===== config.mk =====
export PLATFORM = sky130hd
export DESIGN_NAME = io_port_ctrl
export DESIGN_NICKNAME = d
export VERILOG_FILES = /design/src/rtl/io_port_pkg.sv /design/src/rtl/io_fifo.sv /design/src/rtl/io_port_ctrl.sv
export SDC_FILE = /design/constraint.sdc
export NUM_CORES = 1
export LEC_CHECK = 0
export CORE_UTILIZATION = 55
export CTS_BUF_LIST = sky130_fd_sc_hd__clkbuf_4 sky130_fd_sc_hd__clkbuf_8
export CTS_CLUSTER_SIZE = 40
export DETAILED_ROUTE_END_ITERATION = 10
export PLACE_DENSITY = 0.94
export SLEW_MARGIN = 0
export SYNTH_ARGS = -nofsm -noshare
export SYNTH_HDL_FRONTEND = slang
export SYNTH_HIERARCHICAL = 1
export SYNTH_SLANG_ARGS = --single-unit

===== constraint.sdc =====
create_clock -name clk -period 3.2 [get_ports clk]
set_input_delay 0.48 -clock clk [delete_from_list [all_inputs] [get_ports clk]]
set_output_delay 0.48 -clock clk [all_outputs]
set_load 0.1 [all_outputs]

===== src/rtl/io_port_pkg.sv =====
// -----------------------------------------------------------------------------
// io_port_pkg
// Shared definitions for the accumulator processor's I/O port block:
//   IO_DATA_W  - default processor/host word width
//   in_state_t - input holding-register states (IN_EMPTY, IN_FULL)
//   io_cnt_w() - occupancy counter width for a FIFO of a given depth; the
//                counter must reach DEPTH itself, hence the extra bit
// -----------------------------------------------------------------------------
package io_port_pkg;

    localparam int IO_DATA_W = 16;

    typedef enum logic {
        IN_EMPTY = 1'b0,
        IN_FULL  = 1'b1
    } in_state_t;

    function automatic int io_cnt_w(input int depth);
        return $clog2(depth) + 1;
    endfunction

endpackage


===== src/rtl/io_fifo.sv =====
// -----------------------------------------------------------------------------
// io_fifo
// Synchronous FIFO with registered full/empty flags, used for the processor
// output path. The head word is read straight from memory at the read
// pointer, so a word pushed at edge N is presented after edge N.
// Memory is cleared by reset so the head reads 0 after reset.
//
// Parameters: DATA_W (word width), DEPTH (power of 2, >= 2)
// Ports:
//   i_clk, i_rst_n  clock, asynchronous active-low reset
//   i_push, i_data  push request and word; ignored while full
//   i_pop           pop request; ignored while empty
//   o_data          head word (don't-care while empty)
//   o_count         occupancy 0..DEPTH
//   o_full, o_empty registered flags
// -----------------------------------------------------------------------------
module io_fifo
    import io_port_pkg::*;
#(
    parameter int DATA_W = IO_DATA_W,
    parameter int DEPTH  = 4
) (
    input  logic                        i_clk,
    input  logic                        i_rst_n,
    input  logic                        i_push,
    input  logic [DATA_W-1:0]           i_data,
    input  logic                        i_pop,
    output logic [DATA_W-1:0]           o_data,
    output logic [io_cnt_w(DEPTH)-1:0]  o_count,
    output logic                        o_full,
    output logic                        o_empty
);

    localparam int PTR_W = $clog2(DEPTH);
    localparam int CNT_W = io_cnt_w(DEPTH);

    logic [DATA_W-1:0] r_mem [DEPTH];
    logic [PTR_W-1:0]  r_wr_ptr;
    logic [PTR_W-1:0]  r_rd_ptr;
    logic [CNT_W-1:0]  r_count;
    logic              r_full;
    logic              r_empty;

    logic              w_push;
    logic              w_pop;
    logic [CNT_W-1:0]  w_count_nxt;

    assign w_push = i_push && !r_full;
    assign w_pop  = i_pop  && !r_empty;

    always_comb begin
        w_count_nxt = r_count;
        case ({w_push, w_pop})
            2'b10:   w_count_nxt = r_count + 1'b1;
            2'b01:   w_count_nxt = r_count - 1'b1;
            default: w_count_nxt = r_count;
        endcase
    end

    // Pointers are exactly PTR_W bits wide, so the increment wraps modulo DEPTH.
    always_ff @(posedge i_clk or negedge i_rst_n) begin
        if (!i_rst_n) begin
            for (int unsigned i = 0; i < DEPTH; i++) begin
                r_mem[i] <= '0;
            end
            r_wr_ptr <= '0;
            r_rd_ptr <= '0;
            r_count  <= '0;
            r_full   <= 1'b0;
            r_empty  <= 1'b1;
        end else begin
            if (w_push) begin
                r_mem[r_wr_ptr] <= i_data;
                r_wr_ptr        <= r_wr_ptr + 1'b1;
            end
            if (w_pop) begin
                r_rd_ptr <= r_rd_ptr + 1'b1;
            end
            r_count <= w_count_nxt;
            r_full  <= (w_count_nxt == CNT_W'(DEPTH));
            r_empty <= (w_count_nxt == '0);
        end
    end

    assign o_data  = r_mem[r_rd_ptr];
    assign o_count = r_count;
    assign o_full  = r_full;
    assign o_empty = r_empty;

endmodule


===== src/rtl/io_port_ctrl.sv =====
// -----------------------------------------------------------------------------
// io_port_ctrl
// Peripheral side of the processor's I/O port pair.
//   Output: every processor write is queued in an OUT_DEPTH-word FIFO that
//           the host drains over valid/ready.
//   Input:  one host word is held in a register until the processor reads it.
// Data passes through unmodified.
//
// Optional feature (macro IO_ERR_FLAGS_EN): adds err_clr, out_overflow and
// in_underflow sticky error flags. Without the macro those ports are absent
// and overflow/underflow events are silently ignored.
//
// Parameters: DATA_W (word width), OUT_DEPTH (FIFO depth, power of 2, >= 2)
// Ports:
//   clk, reset                      clock, asynchronous active-low reset
//   cpu_out_data/we, cpu_out_full   processor output-port write side
//   out_count                       output FIFO occupancy
//   host_out_data/valid/ready       host drain side of the output FIFO
//   host_in_data/valid, host_in_ready  host load side of the input register
//   cpu_in_data, cpu_in_avail, cpu_in_re  processor input-port read side
//   err_clr, out_overflow, in_underflow   (IO_ERR_FLAGS_EN only)
// -----------------------------------------------------------------------------
module io_port_ctrl
    import io_port_pkg::*;
#(
    parameter int DATA_W    = IO_DATA_W,
    parameter int OUT_DEPTH = 4
) (
    input  logic                            clk,
    input  logic                            reset,
`ifdef IO_ERR_FLAGS_EN
    input  logic                            err_clr,
    output logic                            out_overflow,
    output logic                            in_underflow,
`endif
    input  logic [DATA_W-1:0]               cpu_out_data,
    input  logic                            cpu_out_we,
    output logic                            cpu_out_full,
    output logic [io_cnt_w(OUT_DEPTH)-1:0]  out_count,
    output logic [DATA_W-1:0]               host_out_data,
    output logic                            host_out_valid,
    input  logic                            host_out_ready,
    input  logic [DATA_W-1:0]               host_in_data,
    input  logic                            host_in_valid,
    output logic                            host_in_ready,
    output logic [DATA_W-1:0]               cpu_in_data,
    output logic                            cpu_in_avail,
    input  logic                            cpu_in_re
);

    // ------------------------------------------------------------------
    // Output path
    // ------------------------------------------------------------------
    logic w_fifo_empty;

    io_fifo #(
        .DATA_W (DATA_W),
        .DEPTH  (OUT_DEPTH)
    ) u_out_fifo (
        .i_clk   (clk),
        .i_rst_n (reset),
        .i_push  (cpu_out_we),
        .i_data  (cpu_out_data),
        .i_pop   (host_out_ready),
        .o_data  (host_out_data),
        .o_count (out_count),
        .o_full  (cpu_out_full),
        .o_empty (w_fifo_empty)
    );

    assign host_out_valid = !w_fifo_empty;

    // ------------------------------------------------------------------
    // Input holding register
    // ------------------------------------------------------------------
    in_state_t         r_state;
    in_state_t         w_state_nxt;
    logic [DATA_W-1:0] r_in_data;
    logic              w_load;

    always_ff @(posedge clk or negedge reset) begin
        if (!reset) begin
            r_state <= IN_EMPTY;
        end else begin
            r_state <= w_state_nxt;
        end
    end

    always_comb begin
        w_state_nxt   = r_state;
        w_load        = 1'b0;
        host_in_ready = 1'b0;
        cpu_in_avail  = 1'b0;
        case (r_state)
            IN_EMPTY: begin
                host_in_ready = 1'b1;
                if (host_in_valid) begin
                    w_load      = 1'b1;
                    w_state_nxt = IN_FULL;
                end
            end
            IN_FULL: begin
                cpu_in_avail = 1'b1;
                if (cpu_in_re) begin
                    w_state_nxt = IN_EMPTY;
                end
            end
            default: w_state_nxt = IN_EMPTY;
        endcase
    end

    // The data register is only written on a load, so the word stays valid
    // through (and after) the processor's read cycle.
    always_ff @(posedge clk or negedge reset) begin
        if (!reset) begin
            r_in_data <= '0;
        end else if (w_load) begin
            r_in_data <= host_in_data;
        end
    end

    assign cpu_in_data = r_in_data;

    // ------------------------------------------------------------------
    // Optional sticky error flags (a set event wins over err_clr)
    // ------------------------------------------------------------------
`ifdef IO_ERR_FLAGS_EN
    logic r_overflow;
    logic r_underflow;

    always_ff @(posedge clk or negedge reset) begin
        if (!reset) begin
            r_overflow  <= 1'b0;
            r_underflow <= 1'b0;
        end else begin
            r_overflow  <= (r_overflow && !err_clr) || (cpu_out_we && cpu_out_full);
            r_underflow <= (r_underflow && !err_clr) ||
                           (cpu_in_re && (r_state == IN_EMPTY));
        end
    end

    assign out_overflow = r_overflow;
    assign in_underflow = r_underflow;
`endif

endmodule

==> metrics.md <==
| Metric | Value |
|---|---|
| Total of max-cap violations | `0` |
| Post-CTS Setup Bufs | `0` |
| Synth unique cells | `25` |
| R2r endpoint | `u_out_fifo/o_empty$_DFF_PN1_` |
| Post_cts resized | `0` |
| Diode count | `0` |
| RePlAce Congestion | `0.758` |
| Fillers | `497` |
| Congestion Overflow GR | `0` |
| RSZ-0062 raised after global routing | `no` |
| Clock root cell | `clkbuf_8` |
| Vias in the first global route | `2506` |
| Crit. Startpoint | `u_out_fifo/r_rd_ptr[0]$_DFFE_PN0N_` |
| Die height | `89.8 um` |
| FF-to-FF path depth | `7` |
| Wirelength per Cell | `18.1 um` |
| Layout cell share with drive strength beyond 1 | `44.3%` |
| Post-Syn Area | `4240 um^2` |
| Vias per inst | `5.41` |
| First-pass GRT wire length | `12900 um` |
| Gate Count Post-Synth | `238` |
| Hold Path Class | `in -> async` |
| Die Width | `89.8 um` |
| Clock Pin Slew Worst Setup and Hold Paths | `0.09 ns` |
| IO Pins | `77` |
| WP data arrival | `2.14 ns` |
| CTS tree | `done` |
| Max Freq | `382 MHz` |
| CP required | `2.72 ns` |
| Residual DRC | `0` |
| Yosys warns | `6` |
| Pins over their slew limit | `0` |
| Total Routing Usage GR | `20.8%` |
| Initial antenna violation count | `0` |
| Total CTS buffers | `9` |
| Antenna Nets Post-Route | `0` |
| Register area share after synthesis | `53.1%` |
| First-pass iteration count of the detailed router | `4` |
| Vias after detailed routing | `2283` |
| Slew headroom | `33.0%` |
| Critical path startpoint category | `register` |
| Skew-Pair Late Insertion Delay | `0.36 ns` |
| Setup CP Type | `reg -> out` |
| Post-Place Cell Area | `4950 um^2` |
| Cts hold-fix bufs | `0` |
| Critical Path End Type | `output port` |
| Site Rows | `31` |
| Slew @ Worst Pin | `1.00 ns` |
| R2r startpoint | `u_out_fifo/o_empty$_DFF_PN1_` |
| Drt total wl | `7640 um` |
| Largest net degree at the start of global routing | `91` |
| Total core area | `7370 um^2` |
| Fin nets | `362` |
| Crit path max fanout | `10` |
| Post-Syn Nets | `282` |
| Final hold vios | `0` |
| Synth Register Bits | `90` |
| Crit path time final | `2.62 ns` |
| # port buffers | `76` |
| Synthesized area per cell | `17.8 um^2` |
| Starting density of the core | `57.6%` |
| Post-DP HPWL | `5110 um` |
| Die area | `8070 um^2` |
| Initial DRC count | `73` |
| CTS sink count | `90` |
| Final setup vio count | `0` |
| H-tree depth | `3` |
| Clk_skew | `0.00716 ns` |
| Maximum clock insertion buffer count | `2` |
| R2r setup slk | `1.12 ns` |
| Fin area | `5170 um^2` |
| Outcome | `complete, no violations` |
| Area delta synth->final | `21.9%` |
| Post-route setup TNS | `0 ns` |
| Period utilization | `81.9%` |
-- stage by stage --
stage               setup WS [ns]  hold WS [ns]  utilization [%]  instances
finish                      0.580         0.110             70.2        422
global route                0.482         0.174             70.2        422
CTS                         0.550         0.164             70.2        422
detailed placement          0.514         0.488             67.1        406
global placement            0.601         0.478             67.1        406
floorplan                   0.620         0.184                -        238
-- per-layer routing --
metal	part of all wire (%)	vias to the layer above	track usage (%)
li1	-	1026	-
met5	0	-	0
met3	3.6	11	4.57
met2	50	54	33.8
met4	1.9	0	8.47
met1	44	1192	27.3
-- cells by family after synthesis --
group                    after synthesis  share of synthesized area, %
buffers and inverters                 19                          4.78
flip-flops                            90                          53.1
AO/OA/AOI/OAI                          6                         0.973
multiplexers                          96                          34.6
AND/OR/NAND/NOR                       15                          3.33
XOR/XNOR                               6                          1.24
adder cells (fa/ha/maj)                6                          1.95
-- worst max path at each step --
stage / to
after detailed placement: u_out_fifo/o_empty$_DFF_PN1_
after CTS: host_out_data[5]
after global placement: u_out_fifo/o_empty$_DFF_PN1_
after floorplan: u_out_fifo/o_empty$_DFF_PN1_
after global routing: host_out_data[7]
final: host_out_data[5]
-- cell usage in the layout, fill, tap and decap left out, drive strengths merged --
cell           instances
buf                   30
dfrtp                 89
or3                    1
clkinv                 2
nor2b                  3
fa                     1
o211a                  1
mux4                  16
xor2                   2
inv                   10
o21bai                 1
and3                   1
o21ai                  3
clkbuf                10
ha                     5
nand2                  9
mux2                  80
nor2                   1
bufinv                 2
dfstp                  1
clkdlybuf4s50         50
xnor2                  4
a22o                   1
-- area by class of cell --
| type | instances | area [um^2] | share of cell area (%) |
|---|---|---|---|
| flip-flops and latches | 90 | 2250 | 43.6 |
| multi-input cells | 129 | 1790 | 34.6 |
| repair buffers | 80 | 751 | 14.5 |
| clock buffers | 10 | 138 | 2.66 |
| well taps | 99 | 124 | 2.40 |
| clock inverters | 6 | 87.6 | 1.69 |
| inverters | 8 | 30.0 | 0.581 |
-- synth_stat cells --
| master | instances | area [um^2] |
|---|---|---|
| xnor2_1 | 4 | 35.0 |
| mux4_1 | 6 | 158 |
| nor2b_1 | 2 | 12.5 |
| o21bai_1 | 1 | 7.51 |
| ha_1 | 5 | 62.6 |
| fa_1 | 1 | 20.0 |
| buf_6 | 4 | 45.0 |
| inv_1 | 8 | 30.0 |
| nand2_1 | 5 | 18.8 |
| mux2_2 | 31 | 349 |
| nor2b_4 | 1 | 13.8 |
| dfstp_2 | 1 | 26.3 |
| buf_12 | 5 | 100 |
| o211a_1 | 1 | 10.0 |
| dfrtp_1 | 89 | 2230 |
| or3_1 | 1 | 6.26 |
| o21ai_0 | 3 | 15.0 |
| and3_1 | 1 | 6.26 |
| nand2_8 | 4 | 80.1 |
| xor2_1 | 2 | 17.5 |
| mux2_4 | 49 | 736 |
| a22o_1 | 1 | 8.76 |
| nor2_1 | 1 | 3.75 |
| clkbuf_8 | 2 | 27.5 |
| mux4_2 | 10 | 225 |
-- sequential cells by signal, summed over array words and instances, names as in the netlist --
signal,cells
r_state,1
u_out_fifo/r_mem,64
cpu_in_data,16
u_out_fifo/o_count,3
u_out_fifo/o_empty,1
u_out_fifo/r_rd_ptr,2
u_out_fifo/r_wr_ptr,2
u_out_fifo/o_full,1
-- worst max-delay path, cell delays in order, from the launching register on --
cell	delay [ns]
dfrtp_1	0.72
buf_12	0.22
mux4_1	0.58
buf_4	0.26
Power is not shown: default switching activity piles up to over one toggle a cycle in this logic, so the estimate is an artifact.
